--- src/rtl/led_blink_arbiter.sv ---
// Round-robin arbiter that lends one shared LED to four requesters, each of which
// asks for a number of on/off blinks and receives a one-cycle done pulse when they finish.
module led_blink_arbiter #(
  parameter int unsigned ON_CYC  = 25000000,
  parameter int unsigned OFF_CYC = 25000000
) (
  input  logic        clk,
  input  logic        rst_n,
  input  logic [3:0]  req,
  input  logic [15:0] req_cnt,
  output logic [3:0]  gnt,
  output logic [3:0]  done,
  output logic        busy,
  output logic        led
);

  typedef enum logic [1:0] {StIdle, StOn, StOff, StDone} state_e;

  state_e      state_q, state_d;
  logic [3:0]  gnt_q, gnt_d;
  logic [3:0]  done_q, done_d;
  logic        busy_q, busy_d;
  logic        led_q, led_d;
  logic [1:0]  ptr_q, ptr_d;
  logic [3:0]  cnt_q, cnt_d;
  logic [31:0] phase_q, phase_d;

  logic [1:0]  idx;
  logic [1:0]  pick;
  logic        pick_vld;
  logic [3:0]  pick_cnt;
  logic        withdrawn;

  // First set request bit, searching upward from ptr with wrap-around.
  always_comb begin
    idx      = '0;
    pick     = '0;
    pick_vld = 1'b0;
    for (int k = 0; k < 4; k++) begin
      idx = ptr_q + 2'(k);
      if (!pick_vld && req[idx]) begin
        pick_vld = 1'b1;
        pick     = idx;
      end
    end
    pick_cnt = req_cnt[{pick, 2'b00} +: 4];
  end

  assign withdrawn = (req & gnt_q) == 4'b0000;

  always_comb begin
    state_d = state_q;
    gnt_d   = gnt_q;
    done_d  = '0;
    led_d   = led_q;
    ptr_d   = ptr_q;
    cnt_d   = cnt_q;
    phase_d = phase_q;

    unique case (state_q)
      StIdle: begin
        gnt_d = '0;
        led_d = 1'b0;
        if (pick_vld) begin
          gnt_d   = 4'b0001 << pick;
          cnt_d   = pick_cnt;
          phase_d = '0;
          ptr_d   = pick + 2'd1;
          if (pick_cnt == 4'd0) begin
            state_d = StDone;
            led_d   = 1'b0;
          end else begin
            state_d = StOn;
            led_d   = 1'b1;
          end
        end
      end

      StOn: begin
        if (withdrawn) begin
          state_d = StIdle;
          gnt_d   = '0;
          led_d   = 1'b0;
          phase_d = '0;
        end else if (phase_q == ON_CYC - 32'd1) begin
          state_d = StOff;
          led_d   = 1'b0;
          phase_d = '0;
        end else begin
          phase_d = phase_q + 32'd1;
        end
      end

      StOff: begin
        if (withdrawn) begin
          state_d = StIdle;
          gnt_d   = '0;
          led_d   = 1'b0;
          phase_d = '0;
        end else if (phase_q == OFF_CYC - 32'd1) begin
          phase_d = '0;
          cnt_d   = cnt_q - 4'd1;
          if (cnt_q == 4'd1) begin
            state_d = StDone;
            gnt_d   = '0;
            done_d  = gnt_q;
          end else begin
            state_d = StOn;
            led_d   = 1'b1;
          end
        end else begin
          phase_d = phase_q + 32'd1;
        end
      end

      StDone: begin
        // A zero-count grant arrives here with gnt still set: hold it one cycle, then pulse.
        if (gnt_q != 4'b0000) begin
          done_d = gnt_q;
          gnt_d  = '0;
        end else begin
          state_d = StIdle;
        end
      end

      default: begin
        state_d = StIdle;
        gnt_d   = '0;
        led_d   = 1'b0;
      end
    endcase

    busy_d = (state_d != StIdle);
  end

  always_ff @(posedge clk or negedge rst_n) begin
    if (!rst_n) begin
      state_q <= StIdle;
      gnt_q   <= '0;
      done_q  <= '0;
      busy_q  <= 1'b0;
      led_q   <= 1'b0;
      ptr_q   <= '0;
      cnt_q   <= '0;
      phase_q <= '0;
    end else begin
      state_q <= state_d;
      gnt_q   <= gnt_d;
      done_q  <= done_d;
      busy_q  <= busy_d;
      led_q   <= led_d;
      ptr_q   <= ptr_d;
      cnt_q   <= cnt_d;
      phase_q <= phase_d;
    end
  end

  assign gnt  = gnt_q;
  assign done = done_q;
  assign busy = busy_q;
  assign led  = led_q;

endmodule

--- config.mk ---
export PLATFORM = sky130hd
export DESIGN_NAME = led_blink_arbiter
export DESIGN_NICKNAME = d
export VERILOG_FILES = /design/src/rtl/led_blink_arbiter.sv
export SDC_FILE = /design/constraint.sdc
export NUM_CORES = 1
export LEC_CHECK = 0
export ABC_CLOCK_PERIOD_IN_PS = 3800
export CORE_ASPECT_RATIO = 0.8
export CORE_MARGIN = 1
export CORE_UTILIZATION = 27
export CTS_BUF_LIST = sky130_fd_sc_hd__clkbuf_16
export DETAILED_ROUTE_END_ITERATION = 10
export GPL_ROUTABILITY_DRIVEN = 1
export SYNTH_ARGS = -nofsm -noshare
export SYNTH_HDL_FRONTEND = slang
export SYNTH_SLANG_ARGS = --single-unit
--- constraint.sdc ---
create_clock -name clk -period 3.8 [get_ports clk]
set_input_delay 0.95 -clock clk [delete_from_list [all_inputs] [get_ports clk]]
set_output_delay 0.95 -clock clk [all_outputs]
set_load 0.05 [all_outputs]
==> reports/metrics.cfg, run 1 <==
[finish]
nets=396
n_antenna_cell=0
design_area_um2=3650
drive_gt1_share_pct=9.37
area_growth_syn_to_layout_pct=21.4

[outcome]
status=finished, final reports clean

[placed_design]
post_dp_cell_area_um2=3510
dp_hpwl_mm=4.67
io_buffer_count=31
gp_congestion=0.768

[clocking]
clock_path_buffers=2
tritoncts=built
cts_sinks=50
post_cts_buffers=0
numCtsBuffers=5
htreeDepth=2
path_clk_slew_ns=0.06
clkLatencyLatePin_ns=0.29
cts-root-buf=clkbuf_16
ctsResizeCount=0
hold_buffers=0

[logic_synthesis]
synth-seq-area-share_pct=41.6
yosysWarnings=0
synth_cells=327
syn_nets=361
synthDistinctLibCells=49
synth_edf_count=0
async_reset_ff_share_pct=100
syn_area_um2=3010
avgSynthCellArea_um2=9.20
synth-main-ff-cell=dfrtp_1
ys_ff_latch=50

[setup_path]
path_class=input port to flop
worst_ep_arrival_time_ns=3.32
reg2reg_to=phase_q[26]
reg2reg_depth=9
path_max_fanout=9
start_kind=input port
r2r_setup_slack_ns=0.79
worstReg2RegStart=state_q[1]
required_ns=3.97
endpoint_kind=flop

[drt]
routedWlPerCell_um=12.6
routed_via_density=4.80
antenna_left=0
drc=0
drt_first_pass_iters=6
num_vias=2436
drt_iter0_drc=133
routed_wl_mm=6.41

[grt]
grt_max_degree=51
overflow=0
grt_usage_pct=11.8
grt_pass1_vias=2363
grt_pass1_wl_mm=11.2
grt_antenna_before_repair=0

[pwr]
leakage_nw=1.57
ir_drop_mv=0.232
power.density_nw_per_um2=568

[floorplanning]
core_um2=10800
fp.dieH_um=96.4
dieWidth_um=120
pin_count=32
dieArea_um2=11600
rows=34
initial_core_util_pct=27.7

[sta]
hold_ws_ns=0.533
tightest_slew_ns=1.11
setup_viol=0
finalHoldViolations=0
slew_violations=0
fmax_mhz=317
rsz0062_at_grt=false
finClkSkew_ns=0.00335
setup_tns_ns=0
finalCritPeriodShare_pct=83.0
min_period_ns=3.15
slew_headroom_pct=26.0

[run]
cap_viol_max_count=0

[worst_hold_path]
whs_path_depth=2
min_from=phase_q[5]
min_to=phase_q[5]
hold_class=flop to flop

## cell usage after synthesis, drive strengths merged (2+ instances only)
master,count,area [um2]
o22ai,2,12.5
nand2,27,101
and4,3,26.3
nand3b,3,22.5
xor2,20,175
a21oi,15,75.1
o31ai,3,22.5
and3,13,81.3
a22o,2,17.5
a31oi,3,18.8
dfrtp,50,1250
nor2b,5,31.3
inv,16,60.1
clkbuf,7,26.3
nor3,7,40.0
and2,4,25.0
nand2b,2,12.5
mux2,11,124
nor4,3,25.0
nor2,43,161
o21ai,17,85.1
mux2i,9,90.1
nand3,17,85.1
or4,2,15.0
buf,2,8.75
a211oi,2,20.0
a22oi,3,36.3
a2bb2oi,2,17.5
nand4,6,52.6
xnor2,5,43.8
ha,12,150
## cells by family (layout without fill, tap and decap cells)
logic type	Yosys count	in the layout	share of synthesized area [%]
buffers and inverters	25	61	3.16
flip-flops	50	50	41.6
XOR/XNOR	25	25	7.28
AO/OA/AOI/OAI	55	55	11.8
adder cells (fa/ha/maj)	12	12	4.99
AND/OR/NAND/NOR	140	140	24.0
multiplexers	20	20	7.11
## metrics by stage
step	total power [mW]	util, %	instances	worst slack [ns]
floorplan	1.36	-	327	1.08
global placement	1.64	32.4	499	0.478
detailed placement	1.65	32.4	499	0.322
CTS	2.09	33.7	507	0.606
global route	2.22	33.7	507	0.379
finish	2.08	33.7	507	0.647
## area by class of cell
| class | count | area [um2] |
|---|---|---|
| flip-flops and latches | 50 | 1250 |
| fillers | 1112 | 7200 |
| clock inverters | 3 | 16.3 |
| inverters | 16 | 60.1 |
| clock buffers | 5 | 125 |
| repair buffers | 37 | 350 |
| well taps | 144 | 180 |
| multi-input cells | 252 | 1670 |
## registers in the layout, summed over array words and instances (netlist names)
name and cells:
done 4, phase_q 32, ptr_q 2, led 1, cnt_q 4, busy 1
state_q 2, gnt 4
## power by group
| part | total [mW] | leakage (nW) | internal, mW | switching [mW] |
|---|---|---|---|---|
| clock | 0.433 | 0.0672 | 0.241 | 0.192 |
| combinational | 0.943 | 0.831 | 0.382 | 0.561 |
| sequential | 0.700 | 0.676 | 0.609 | 0.0906 |
## critical path: stages
cell             delay [ns]
clkdlybuf4s50_1        0.64
nor4_2                 0.13
a211oi_1               0.51
nand3_1                0.23
nor2_1                 0.45
nand4_1                0.18
xor2_1                 0.17
nor2_1                 0.05
## layout by cell type, fill, tap and decap left out, types with 6 or more instances in the layout
| cell | synthesis | final |
|---|---|---|
| a21oi_1 | 15 | 15 |
| and3_1 | 13 | 13 |
| buf_4 | 0 | 6 |
| clkdlybuf4s50_1 | 0 | 30 |
| dfrtp_1 | 50 | 50 |
| ha_1 | 12 | 12 |
| inv_1 | 16 | 16 |
| mux2_2 | 11 | 11 |
| mux2i_1 | 9 | 9 |
| nand2_1 | 27 | 27 |
| nand3_1 | 17 | 17 |
| nor2_1 | 43 | 43 |
| nor3_1 | 6 | 6 |
| o21ai_0 | 15 | 15 |
| xor2_1 | 20 | 20 |
## routing by layer
| metal | share of wire (%) | track usage, % | up-vias |
|---|---|---|---|
| met4 | 0.53 | 2.92 | 0 |
| met1 | 52 | 16.7 | 1168 |
| li1 | - | - | 1215 |
| met2 | 44 | 18.8 | 49 |
| met3 | 3.5 | 1.76 | 4 |
| met5 | 0 | 0 | - |
## worst max path at each step
stage                     startpoint          end  slack [ns]
final                         req[1]  phase_q[26]        0.65
after global routing          req[1]  phase_q[26]        0.38
after CTS                     req[1]  phase_q[26]        0.61
after detailed placement      req[1]  phase_q[26]        0.32
after global placement        req[1]  phase_q[26]        0.48
after floorplan               req[1]  phase_q[29]        1.08
(Power assumes the default switching activity.)
==> run 2: changes to the inputs <==
ABC_CLOCK_PERIOD_IN_PS = 2950   (was 3800)
clock period = 2.95 ns   (was 3.8 ns; I/O delays follow)
==> reports/metrics.cfg, run 2 (same netlist as run 1, synthesis figures left out) <==
[setup_path]
path_buf_inv=3  ; +2
path_max_fanout=11  ; +2
start_kind=input port
path_delay_family=buffers and inverters
worstPathCellList=clkdlybuf4s50_1 -> buf_4 -> a21oi_1 -> o21ai_0 -> a2bb2oi_1 -> buf_4 -> mux2i_1 -> mux2_2 -> nand4_1 -> a31o_2
required_ns=3.12  ; -0.85 ns
path_class=input port to flop
cpMostUsedCell=buf_4
endpoint_kind=flop
worst_ep_arrival_time_ns=2.74  ; -0.58 ns
cp_slowest_cell=clkdlybuf4s50_1
critical_path.max_stage_delay_ns=0.44  ; -0.20 ns

[drt]
num_vias=2455  ; +0.78%
drt_first_pass_iters=6  ; unchanged
antenna_left=0  ; unchanged
drt_iter0_drc=127  ; -4.5%
routedWlPerCell_um=12.4  ; -1.5%
routed_wl_mm=6.44  ; +0.41%
routed_via_density=4.75  ; -1.2%
drc=0  ; unchanged

[floorplanning]
core_um2=10800  ; unchanged
dieWidth_um=120  ; unchanged
pin_count=32  ; unchanged
initial_core_util_pct=27.7  ; unchanged
fp.dieH_um=96.4  ; unchanged
dieArea_um2=11600  ; unchanged
rows=34  ; unchanged

[placed_design]
io_buffer_count=31  ; unchanged
dp_cells=510  ; +2.2%
gp_congestion=0.749  ; -2.6%
post_dp_cell_area_um2=3590  ; +2.4%
dp_hpwl_mm=4.95  ; +5.9%

[pwr]
finalPower_mw=2.71  ; +30%
leakage_nw=1.63  ; +3.6%
ir_drop_mv=0.389  ; +68%
power.density_nw_per_um2=726  ; +28%

[grt]
grt_antenna_before_repair=0  ; unchanged
grt_pass1_vias=2336  ; -1.1%
overflow=0  ; unchanged
grt_pass1_wl_mm=11.2  ; +0.30%
grt_max_degree=30  ; -41%
grt_usage_pct=12.0  ; +0.20 points

[outcome]
status=finished, final reports clean

[clocking]
tritoncts=built
ctsResizeCount=0  ; unchanged
path_clk_slew_ns=0.07  ; about the same
htreeDepth=2  ; unchanged
cts-root-buf=clkbuf_16
clock_path_buffers=2  ; unchanged
numCtsBuffers=5  ; unchanged
post_cts_buffers=0  ; unchanged
hold_buffers=0  ; unchanged
cts_sinks=50  ; unchanged
clkLatencyLatePin_ns=0.29  ; about the same

[sta]
slew_violations=0  ; unchanged
min_period_ns=2.56
slew_headroom_pct=65.7  ; +40 points
finalHoldViolations=0  ; unchanged
setup_tns_ns=0  ; unchanged
rsz0062_at_grt=false
finClkSkew_ns=0.00795  ; +0.00460 ns
fmax_mhz=390
setup_viol=0  ; unchanged
hold_ws_ns=0.392  ; -0.141 ns
finalCritPeriodShare_pct=86.8
tightest_slew_ns=0.512  ; -0.597 ns

[run]
cap_viol_max_count=0  ; unchanged

[finish]
nets=407  ; +2.8%
n_antenna_cell=0  ; unchanged
design_area_um2=3730  ; +2.1%
largest_reg_flops=32  ; unchanged
layout_commonest_cell=dfrtp_1
final_cell_mix=dfrtp_1 (50), nor2_1 (43), clkdlybuf4s50_1 (30)
drive_gt1_share_pct=12.1  ; +2.7 points
final_cells=517  ; +2.0%
area_growth_syn_to_layout_pct=23.9
regMostFlops=phase_q

[worst_hold_path]
hold_class=input port to async pin

## run 2: final timing paths
path,startpoint,slack [ns],to,depth (start not counted)
min,rst_n,0.39,phase_q[29],1
max in group asynchronous,rst_n,1.82,cnt_q[0],2
max reg2reg,phase_q[10],0.47,cnt_q[2],7
max,req[0],0.39,led,10
min reg2reg,cnt_q[3],0.53,cnt_q[3],1
min in group clk,cnt_q[3],0.53,cnt_q[3],1
## run 2: report_power, final
part | internal, mW | leakage (nW) | total [mW] | switching, mW
combinational | 0.543 | 0.885 | 1.27 | 0.729
clock | 0.306 | 0.0694 | 0.534 | 0.228
sequential | 0.785 | 0.676 | 0.900 | 0.115
## run 2: metal layers
layer / global-route usage (%) / vias up / share of wire, %
li1: - / 1241 / -
met1: 16.9 / 1169 / 51
met2: 19.1 / 40 / 44
met3: 2.00 / 5 / 3.4
met4: 3.13 / 0 / 0.98
met5: 0 / - / 0
## run 2: area by class of cell
type / count / area, um2
timing repair buffer: 48 / 433
clock inverter: 2 / 10.0
fill: 1132 / 7120
clock buffer: 5 / 125
multi-input combinational: 252 / 1670
sequential: 50 / 1250
tap: 144 / 180
inverter: 16 / 60.1
## run 2: stage by stage
step | setup WS, ns | util, %
6_report | 0.388 | 34.4
4_1_cts | 0.377 | 34.4
3_3_place_gp | 0.0708 | 33.1
3_5_place_dp | 0.0901 | 33.1
5_1_grt | 0.210 | 34.4
2_1_floorplan | 0.440 | -
## run 2: worst reg2reg max path, stage by stage (launching register included)
cell     delay (ns)
dfrtp_1        0.46
or4_1          0.55
nor2_1         0.19
nand4_4        0.22
or3b_4         0.44
a22oi_4        0.18
o21ai_1        0.09
a22o_1         0.24
==> run 3: changes to the inputs <==
CAP_MARGIN = 40   (was unset)
==> results of run 3 <==
The final DEF is identical to that of run 2; final timing and power are the same.
